[config.mk]
export PLATFORM = sky130hd
export DESIGN_NAME = master_slave_collect
export DESIGN_NICKNAME = d
export VERILOG_FILES = /design/src/rtl/master_slave_collect.sv
export SDC_FILE = /design/constraint.sdc
export NUM_CORES = 1
export LEC_CHECK = 0
export CORE_AREA = 10 10 145 147
export CTS_CLUSTER_DIAMETER = 120
export DETAILED_ROUTE_END_ITERATION = 8
export DIE_AREA = 0 0 155 157
export GPL_TIMING_DRIVEN = 0
export PLACE_DENSITY = 0.85
export SLEW_MARGIN = 5
export SYNTH_ARGS = -nofsm -noshare
export SYNTH_HDL_FRONTEND = slang
export SYNTH_SLANG_ARGS = --single-unit
[constraint.sdc]
create_clock -name clk -period 29.7 [get_ports clk]
set_input_delay 8.91 -clock clk [delete_from_list [all_inputs] [get_ports clk]]
set_output_delay 8.91 -clock clk [all_outputs]
set_load 0.005 [all_outputs]
[src/rtl/master_slave_collect.sv]
// Multi-channel slave collector: sums one signed sample per channel during SECTION_A,
// then presents the (optionally saturated) total to the master through valid/ready in SECTION_B.
module master_slave_collect #(
    parameter int WIDTH    = 32,
    parameter int CHANNELS = 4,
    parameter int SATURATE = 0
) (
    input  logic                      clk,
    input  logic                      rst,
    input  logic [CHANNELS*WIDTH-1:0] s_in,
    input  logic [CHANNELS-1:0]       s_in_sync,
    output logic [CHANNELS-1:0]       s_in_ack,
    output logic [WIDTH-1:0]          s_out,
    output logic                      s_out_valid,
    input  logic                      s_out_ready,
    output logic                      section,
    output logic [CHANNELS-1:0]       capture_mask,
    output logic                      overflow
);

    // Headroom for CHANNELS full-scale samples plus a sign bit, so the sum never wraps internally.
    localparam int ACC_W = WIDTH + $clog2(CHANNELS) + 1;

    localparam logic signed [ACC_W-1:0] MAX_V = {{(ACC_W-WIDTH+1){1'b0}}, {(WIDTH-1){1'b1}}};
    localparam logic signed [ACC_W-1:0] MIN_V = {{(ACC_W-WIDTH+1){1'b1}}, {(WIDTH-1){1'b0}}};

    typedef enum logic {
        SECTION_A = 1'b0,
        SECTION_B = 1'b1
    } section_t;

    section_t                 state;
    section_t                 next_state;
    logic signed [ACC_W-1:0]  acc;
    logic signed [ACC_W-1:0]  acc_next;
    logic signed [ACC_W-1:0]  sum_in;
    logic [CHANNELS-1:0]      new_caps;
    logic [CHANNELS-1:0]      mask_next;
    logic                     all_done;
    logic                     range_ovf;
    logic [WIDTH-1:0]         final_val;

    function automatic logic signed [ACC_W-1:0] sext(input logic [WIDTH-1:0] v);
        return {{(ACC_W-WIDTH){v[WIDTH-1]}}, v};
    endfunction

    // NOTE: combinational blocks use blocking '=' and assign every output a default first,
    // so the running sum reads top-to-bottom and no latch is inferred.
    always_comb begin
        new_caps = (state == SECTION_A) ? (s_in_sync & ~capture_mask) : '0;
        sum_in   = '0;
        for (int c = 0; c < CHANNELS; c++) begin
            if (new_caps[c]) sum_in = sum_in + sext(s_in[c*WIDTH +: WIDTH]);
        end
        acc_next  = acc + sum_in;
        mask_next = capture_mask | new_caps;
        all_done  = &mask_next;
    end

    always_comb begin
        range_ovf = (acc_next > MAX_V) || (acc_next < MIN_V);
        final_val = acc_next[WIDTH-1:0];
        if (SATURATE != 0) begin
            if (acc_next > MAX_V)      final_val = MAX_V[WIDTH-1:0];
            else if (acc_next < MIN_V) final_val = MIN_V[WIDTH-1:0];
        end
    end

    // NOTE: sequential state uses non-blocking '<=' so every register samples pre-edge values.
    always_ff @(posedge clk or negedge rst) begin
        if (!rst) state <= SECTION_A;
        else      state <= next_state;
    end

    always_comb begin
        next_state = state;
        case (state)
            SECTION_A: if (all_done)    next_state = SECTION_B;
            SECTION_B: if (s_out_ready) next_state = SECTION_A;
            default:                    next_state = SECTION_A;
        endcase
    end

    always_comb begin
        section     = (state == SECTION_B);
        s_out_valid = (state == SECTION_B);
    end

    // In SECTION_B new_caps is zero, so acc/mask hold until the handshake clears them.
    always_ff @(posedge clk or negedge rst) begin
        if (!rst) begin
            acc          <= '0;
            capture_mask <= '0;
            s_in_ack     <= '0;
            s_out        <= '0;
            overflow     <= 1'b0;
        end else begin
            s_in_ack <= new_caps;
            if (state == SECTION_B && s_out_ready) begin
                acc          <= '0;
                capture_mask <= '0;
            end else begin
                acc          <= acc_next;
                capture_mask <= mask_next;
            end
            if (state == SECTION_A && all_done) begin
                s_out    <= final_val;
                overflow <= range_ovf;
            end
        end
    end

endmodule

==> results.md <==
- Hold Path Stages: 2
- WS Path Type: primary input to flop
- Maximum level of the CTS H-tree: 3
- Final #Nets: 1827
- Fmax: 49.5 MHz
- Worst Path Buf+Inv: 4
- Avg WL per Cell: ~19 um
- Clock sink count: 77
- Post-CTS Resized: 0
- CP peak stage delay: 0.55 ns
- Peak supply drop: 0.0939 mV
- Status: completed
- Fin. Hold Viols: 0
- DR vias: around 11000
- Reg2reg end: overflow$_DFFE_PN0P_
- Synth Flop Type: dfrtp_1
- Clock Root Buffer: clkbuf_16
- Slowest CP cell: clkdlybuf4s50_1
- Flops & latches, synth: 77
- Most used cell, CP: a21oi_1
- Share of the synthesized area in the top cell type: 0.181
- Reg2Reg Depth: 50
- Clk_skew: about 0.0083 ns
- First-pass DRT Iterations: 5
- Setup repair bufs after CTS: 0
- Yosys cell types: 89
- Clock latency on the worst-skew pair: 0.35 ns
- Core Util, Final: 0.711
- Data required, critical path: 29.91 ns
- Area contributors post-synth: dfrtp_1 18%, ha_1 16%, a21oi_1 6.6%
- Die Width: between 150 and 200 um
- Design Power: about 1.5 mW
- P_leak: 6.17 nW
- Initial DRC count: 805
- Mapped Cells: 1366
- CTS Buf Count: 9
- Final HPWL DP: 26700 um
- Max_slew headroom: 0.228
- Site row count: 50
- HP Class: flop to flop
- CTS tree: built
- R2r startpoint: s_out_valid$_DFF_PN0_
- Critical path fanouts, max: 10
- Net Count, Synth: 1641
- Post-synth EDFFs: 0
- Power Dens Cells: approximately 120 nW/um2
- Grt ovf: 0
- Setup TNS: 0 ns
- Max clock buf depth: 2
- Share of cells above drive strength 1: 0.0482
- WHS Endpoint: s_out[30]$_DFFE_PN0P_
- Setup crit end kind: flop
- DIE AREA: ~24000 um2
- PortBufs: around 170
- Initial antenna violation count: 0
- WL final: 33300 um
- Min Clock Period, post-route: 20.21 ns
- Reg2reg setup slack: 17.97 ns
- Antenna diode count: 0
- Top-count cell post-synth: a21oi_1
- DRC Markers: 0
- Vias/cell: 6.04
- Critical Path AT: 20.42 ns
- Gpl congestion: 0.990
- Core area: between 15000 and 20000 um2
- RSZ-0062 raised after global routing: no
- Initial Util: 0.582
- Vias in the first global route: around 11000
- Global-route wire length before repair: ~53000 um
- Synth area leader: dfrtp_1
- Slew Viols, Final: 0
- Setup crit start kind: primary input
- CP top delay family: compound AO/OA/AOI/OAI gates
- Clk pin slew, worst setup/hold paths: ~0.070 ns
- Worst slew pin tran: 1.14 ns
- Hold_buf cts: 0
- Largest net degree at the start of global routing: 56
- Total GRT Usage: 0.263
- Syn. warnings: 0
- Final Cycle Share: 0.681
- Io pins: 178
- Hold Path Origin: s_out[30]$_DFFE_PN0P_
- Number of setup violations in the final report: 0
- Die Y-Extent: 157 um
- Post-Syn Area: 10700 um2
- Remaining antenna violation count: 0
- Area growth syn-to-layout: 22.3%
- Max_cap viols: 0
- Most frequent cells after synthesis: 141 x a21oi_1, 136 x ha_1, 132 x nor2_1, 123 x nand2_1, 93 x o21ai_0
- Post-synthesis async set-or-reset flop share: 1.00
- Sequential area share after synthesis: 0.181
- Mean Syn Cell Area: 7.80 um2
- Fillers: 1496
==> worst min-delay path, cell delays in order (launching register included) <==
cell,delay [ns]
dfrtp_1,0.34
nand2_1,0.04
o21ai_0,0.06
==> cell families (layout without fill, tap and decap cells) <==
kind of cell,Yosys count,after routing,share of synthesized area
multiplexers,34,34,0.0353
AO/OA/AOI/OAI,465,465,0.282
adder cells (fa/ha/maj),144,144,0.171
buffers and inverters,96,287,0.0350
XOR/XNOR,125,125,0.104
AND/OR/NAND/NOR,425,425,0.192
flip-flops,77,77,0.181
==> layout make-up <==
class / count / area (um2) / area share
plain buffers: 48 / 188 / 0.0144
clock inverters: 4 / 52.6 / 0.00403
repair buffers: 175 / 1770 / 0.135
multi-input cells: 1193 / 8360 / 0.641
clock buffers: 12 / 267 / 0.0204
well taps: 234 / 293 / 0.0225
flip-flops and latches: 77 / 1930 / 0.148
inverters: 48 / 185 / 0.0142
==> placed cells by master, fill, tap and decap left out, types with 29 or more instances in the layout <==
| cell | Yosys | routed |
|---|---|---|
| clkbuf_1 | 41 | 41 |
| dfrtp_1 | 77 | 77 |
| and2_1 | 35 | 35 |
| ha_1 | 136 | 136 |
| xor2_1 | 54 | 54 |
| nand2_1 | 123 | 123 |
| o21ai_0 | 93 | 93 |
| a21o_1 | 76 | 76 |
| xnor2_1 | 70 | 70 |
| a21oi_1 | 141 | 141 |
| nor2_1 | 132 | 132 |
| clkdlybuf4s50_1 | 0 | 173 |
| inv_1 | 46 | 46 |
| mux2_2 | 29 | 29 |
==> power breakdown <==
| group | internal [mW] | switching (mW) |
|---|---|---|
| Sequential | 0.165 | 0.0272 |
| Clock | 0.0724 | 0.0480 |
| Combinational | 0.515 | 0.685 |
==> layer usage <==
metal,GRT usage,wire length (um)
met5,0,0
met4,0.0990,1070
met3,0.0431,2060
met2,0.445,15600
met1,0.328,14600
==> sequential cells by signal, summed over array words and instances, names as in the netlist <==
signal	cells
capture_mask	4
s_in_ack	4
s_out	32
s_out_valid	1
acc	35
overflow	1
==> through the flow <==
stage               setup slack [ns]  hold slack (ns)  std cells  cell area [um2]
detailed placement              9.21            0.472       1775            12700
finish                          9.49            0.478       1791            13000
CTS                             9.56            0.486       1791            13000
global placement                9.35            0.465       1774            12700
global route                    8.64            0.508       1791            13000
floorplan                      11.38            0.470       1366            10700
==> worst max-delay path by stage <==
| stage | start | endpoint | slack [ns] | cells past startpoint |
|---|---|---|---|---|
| floorplan | s_in_sync[0] | overflow$_DFFE_PN0P_ | 11.38 | 49 |
| global placement | s_in_sync[0] | overflow$_DFFE_PN0P_ | 9.35 | 51 |
| detailed placement | s_in_sync[0] | overflow$_DFFE_PN0P_ | 9.21 | 51 |
| CTS | s_in_sync[0] | overflow$_DFFE_PN0P_ | 9.56 | 51 |
| global route | s_in_sync[0] | overflow$_DFFE_PN0P_ | 8.64 | 50 |
| finish | s_in_sync[0] | overflow$_DFFE_PN0P_ | 9.49 | 50 |
Note: power is estimated with default switching activity, not from simulation.
==> variant 1, RTL diff (config.mk and constraints unchanged) <==
`SATURATE`: 0 -> 1.
--- a/src/rtl/master_slave_collect.sv
+++ b/src/rtl/master_slave_collect.sv
@@ -5,3 +5,3 @@
     parameter int CHANNELS = 4,
-    parameter int SATURATE = 0
+    parameter int SATURATE = 1
 ) (
Check against the original RTL: not equivalent (a bounded check fails within 4 cycles, from zero or initial values and one cycle with rst low).
==> variant 1 against the original RTL <==
  * Clock skew is 4.7 ps higher
  * Hold slack better by 18 ps
  * Final area is 3.1% higher
  * Sequential power rose by 3%
  * Fmax shrank 4.9%
  * Die area did not move
  * Largest cell class unchanged
  * Sequential cell count is the same
  * Setup slack got worse by 1000 ps
  * Power grew 12%
  * Combinational power is 15% higher
  * Critical endpoint is now s_out[21]$_DFFE_PN0P_
  * Wire length grew 6.8%
  * Synthesized area is 4.3% higher
==> variant 1: results <==
group,metric,value,unit
logic_synthesis,synth_fa_ha_area_frac,0.159,
hold_path,holdPathEnd,"s_out[31]$_DFFE_PN0P_",
logic_synthesis,synth_compound_area_frac,0.287,
logic_synthesis,synth_nets,1742,
logic_synthesis,synthCells,1472,
placement,dp_hpwl,28500,µm
flow_run,cap_violations,0,
logic_synthesis,synth.cells.most_frequent,"a21oi_1 (162), nor2_1 (149), ha_1 (131), nand2_1 (130), o21ai_0 (91)",
global_route,grt_pass1_vias,11400,
timing,tightest_slew,920,ps
global_route,grt_max_degree,63,
logic_synthesis,synth.area.mux_share,0.0240,
global_route,grt_pass1_wl,56500,µm
logic_synthesis,synth_xor_xnor_area_share,0.103,
setup_path,r2r_end,"s_out[21]$_DFFE_PN0P_",
routing,post_drt_wl_per_cell,18.8,µm
hold_path,hp-start,"s_out[31]$_DFFE_PN0P_",
routing,drt_wl_total,35500,µm
routing,num_vias,11700,
placement,place.gp.congestion,1.01,
logic_synthesis,yosys-top-cells-area,"dfrtp_1 (17%), ha_1 (15%), a21oi_1 (7.3%)",
setup_path,slowest_stage,"a2111oi_0",
power_and_ir_drop,power.leakage,6.18,nW
status,outcome,"completed",
setup_path,worstPathArrival,21480,ps
logic_synthesis,synth_cell_type_count,92,
final_layout,layout-drive-gt1-share,0.0465,
setup_path,crit_path_max_incr_delay,720,ps
final_layout,num-nets-final,1922,
placement,io_buffers,168,
final_layout,nFillCells,1513,
setup_path,rr_worst_depth,49,
variant 1: cell count changes after synthesis, sizes merged, moves of 8 or more:
| cell | delta |
|---|---|
| inv | +22 |
| or2 | +20 |
| a21oi | +19 |
| nor2 | +19 |
| o311ai | +16 |
| a21o | -14 |
| nor2b | +13 |
| and2 | -11 |
| buf | +9 |
| nand3 | +9 |
| mux2 | -8 |
| nand2 | +8 |
variant 1: how the worst max path moves through the flow:
stage	startpoint	end	slack, ps	depth (start not counted)
floorplan	s_in_sync[0]	s_out[13]$_DFFE_PN0P_	11280	46
detailed placement	s_in_sync[0]	s_out[21]$_DFFE_PN0P_	8510	50
finish	s_in_sync[0]	s_out[21]$_DFFE_PN0P_	8450	50
global placement	s_in_sync[0]	s_out[28]$_DFFE_PN0P_	8550	50
CTS	s_in_sync[0]	s_out[21]$_DFFE_PN0P_	8730	50
global route	s_in_sync[0]	s_out[21]$_DFFE_PN0P_	7810	50
variant 1: layout make-up:
cell class | instances | area [µm²] | share of cell area
multi-input combinational | 1264 | 8660 | 0.645
sequential | 77 | 1930 | 0.143
timing repair buffer | 169 | 1710 | 0.127
tap | 234 | 293 | 0.0218
buffer | 62 | 267 | 0.0198
inverter | 69 | 264 | 0.0196
clock buffer | 11 | 233 | 0.0173
clock inverter | 5 | 85.1 | 0.00633
variant 1: kinds of logic after synthesis:
group | Yosys count
fa+ha+maj | 140
simple gates | 477
xor+xnor | 129
compound gates | 494
mux | 24
buf+inv | 131
flops | 77
variant 1: metrics by stage:
step                utilization  hold WS [ps]  setup WS [ps]  total power [mW]  cell area [µm²]
finish                    0.733           497           8450              1.70            13400
global placement          0.714           466           8550              1.50            13100
floorplan                     -           463          11280              1.18            11100
CTS                       0.733           493           8730              1.68            13400
global route              0.733           513           7810              1.85            13400
detailed placement        0.716           478           8510              1.53            13100
variant 1: critical path: cells and delay by family:
kind | cells | cell delay [ps]
AND/OR/NAND/NOR | 13 | 2420
buffers and inverters | 7 | 1890
AO/OA/AOI/OAI | 19 | 4810
XOR/XNOR | 4 | 1000
multiplexers | 2 | 580
adder cells (fa/ha/maj) | 5 | 1810
variant 1: power groups by stage:
stage / Clock (mW) / Combinational [mW] / Sequential, mW
4_1_cts: 0.122 / 1.36 / 0.198
2_1_floorplan: 0 / 0.992 / 0.193
3_3_place_gp: 0 / 1.30 / 0.196
3_5_place_dp: 0 / 1.34 / 0.198
5_1_grt: 0.127 / 1.52 / 0.203
6_report: 0.122 / 1.38 / 0.198
variant 1: routing by layer:
layer / global-route usage / up-vias / part of all wire
met4: 0.104 / 0 / 0.037
met5: 0 / - / 0
met3: 0.0442 / 84 / 0.079
met2: 0.462 / 562 / 0.45
li1: - / 5665 / -
met1: 0.361 / 5401 / 0.43
==> variant 2, RTL diff (same flow settings) <==
Without the edit above. Register the output `overflow` once more, without a reset; this adds one clock of latency there. The other outputs are not delayed to match.
--- a/src/rtl/master_slave_collect.sv
+++ b/src/rtl/master_slave_collect.sv
@@ -30,2 +30,4 @@
     } section_t;
+
+    logic overflow_s0;
 
@@ -95,3 +97,3 @@
             s_out        <= '0;
-            overflow     <= 1'b0;
+            overflow_s0  <= 1'b0;
         end else begin
@@ -107,3 +109,3 @@
                 s_out    <= final_val;
-                overflow <= range_ovf;
+                overflow_s0 <= range_ovf;
             end
@@ -112,2 +114,6 @@
 
+    always_ff @(posedge clk) begin
+        overflow <= overflow_s0;
+    end
+
 endmodule
Check against the original RTL: not equivalent (Yosys sat finds a counterexample within 4 cycles, from zero or initial values and one cycle with rst low).
==> variant 2 against the original RTL <==
  * Non-clock buffer count unchanged
  * Synthesized area up 0.19%
  * Setup slack worse by 120 ps
  * Sequential cell count up 1
  * Die area unchanged
  * Wire length up 0.11%
  * First-iteration DRC count up 14%
  * Sequential share of layout area up 0.12 points
  * Power down 0.17%
  * Final area up 0.20%
  * Register-to-register slack worse by 150 ps
==> variant 2: results <==
group,metric,value,unit
status,outcome,"completed",
power_and_ir_drop,power.leakage,6.18,nW
timing,clock_skew,12.5,ps
placement,dp_cells,1776,
routing,via_per_inst,6.10,
routing,drt_wl_total,33300,µm
logic_synthesis,synth_fa_ha_area_frac,0.171,
final_layout,buffer_area_frac,0.150,
routing,drt-initial-drc-count,915,
logic_synthesis,synth_nets,1642,
routing,routed.top_layer,"met5",
logic_synthesis,avgSynthCellArea,7.81,µm²
global_route,track_usage,0.264,
global_route,grt_use_met2,0.440,
routing,num_vias,10900,
final_layout,seq_area_frac,0.149,
logic_synthesis,ys_seq_area_frac,0.182,
global_route,grt_max_degree,56,
logic_synthesis,synth_area,0.0107,mm²
logic_synthesis,synthArstFlopShare,0.987,
routing,dr_wl_met3,2360,µm
power_and_ir_drop,vdd_drop_max,83.7,µV
routing,drt-met1-wl,14300,µm
placement,place_ws,9250,ps
final_layout,nClkBuffers,11,
setup_path,worstPathArrival,20540,ps
power_and_ir_drop,intPower,0.757,mW
placement,dp_hpwl,26800,µm
timing,tightest_slew,1200,ps
global_route,use_met3,0.0461,
logic_synthesis,synth.area.mux_share,0.0353,
logic_synthesis,synth_xor_xnor_area_share,0.104,
setup_path,cp_max_fo,10,
final_layout,area_growth_syn_to_layout,22.3,%
placement,place.gp.congestion,0.987,
final_layout,multi_input_gates,1193,
final_layout,nFillCells,1499,
global_route,use_met1,0.329,
final_layout,num-nets-final,1828,
routing,wl_met2,15400,µm
logic_synthesis,synth_compound_area_frac,0.281,
setup_path,crit_path_max_incr_delay,530,ps
final_layout,clkCellAreaFrac,0.0249,
global_route,grt_pass1_wl,52700,µm
logic_synthesis,yosys-top-cells-area,"dfrtp_1 (18%), ha_1 (16%), a21oi_1 (6.6%)",
logic_synthesis,synth_cell_type_count,90,
final_layout,layout-drive-gt1-share,0.0475,
## variant 2: worst paths after layout
path	start	endpoint	slack, ps	cells after the start
min in group asynchronous	rst	acc[28]$_DFF_PN0_	8490	1
setup reg to reg	s_out_valid$_DFF_PN0_	overflow_s0$_DFFE_PN0P_	17820	49
hold reg to reg	overflow_s0$_DFFE_PN0P_	overflow$_DFF_P_	400	0
setup / recovery	s_in_sync[0]	overflow_s0$_DFFE_PN0P_	9370	50
hold / removal	overflow_s0$_DFFE_PN0P_	overflow$_DFF_P_	400	0
max in group asynchronous	rst	s_out[4]$_DFFE_PN0P_	20600	2
## variant 2: power groups by stage
stage	Clock, mW	Combinational, mW	Sequential (mW)
after floorplan	0	0.869	0.191
after global placement	0	1.13	0.193
after detailed placement	0	1.16	0.194
after CTS	0.125	1.18	0.193
after global routing	0.129	1.32	0.199
final	0.125	1.19	0.193
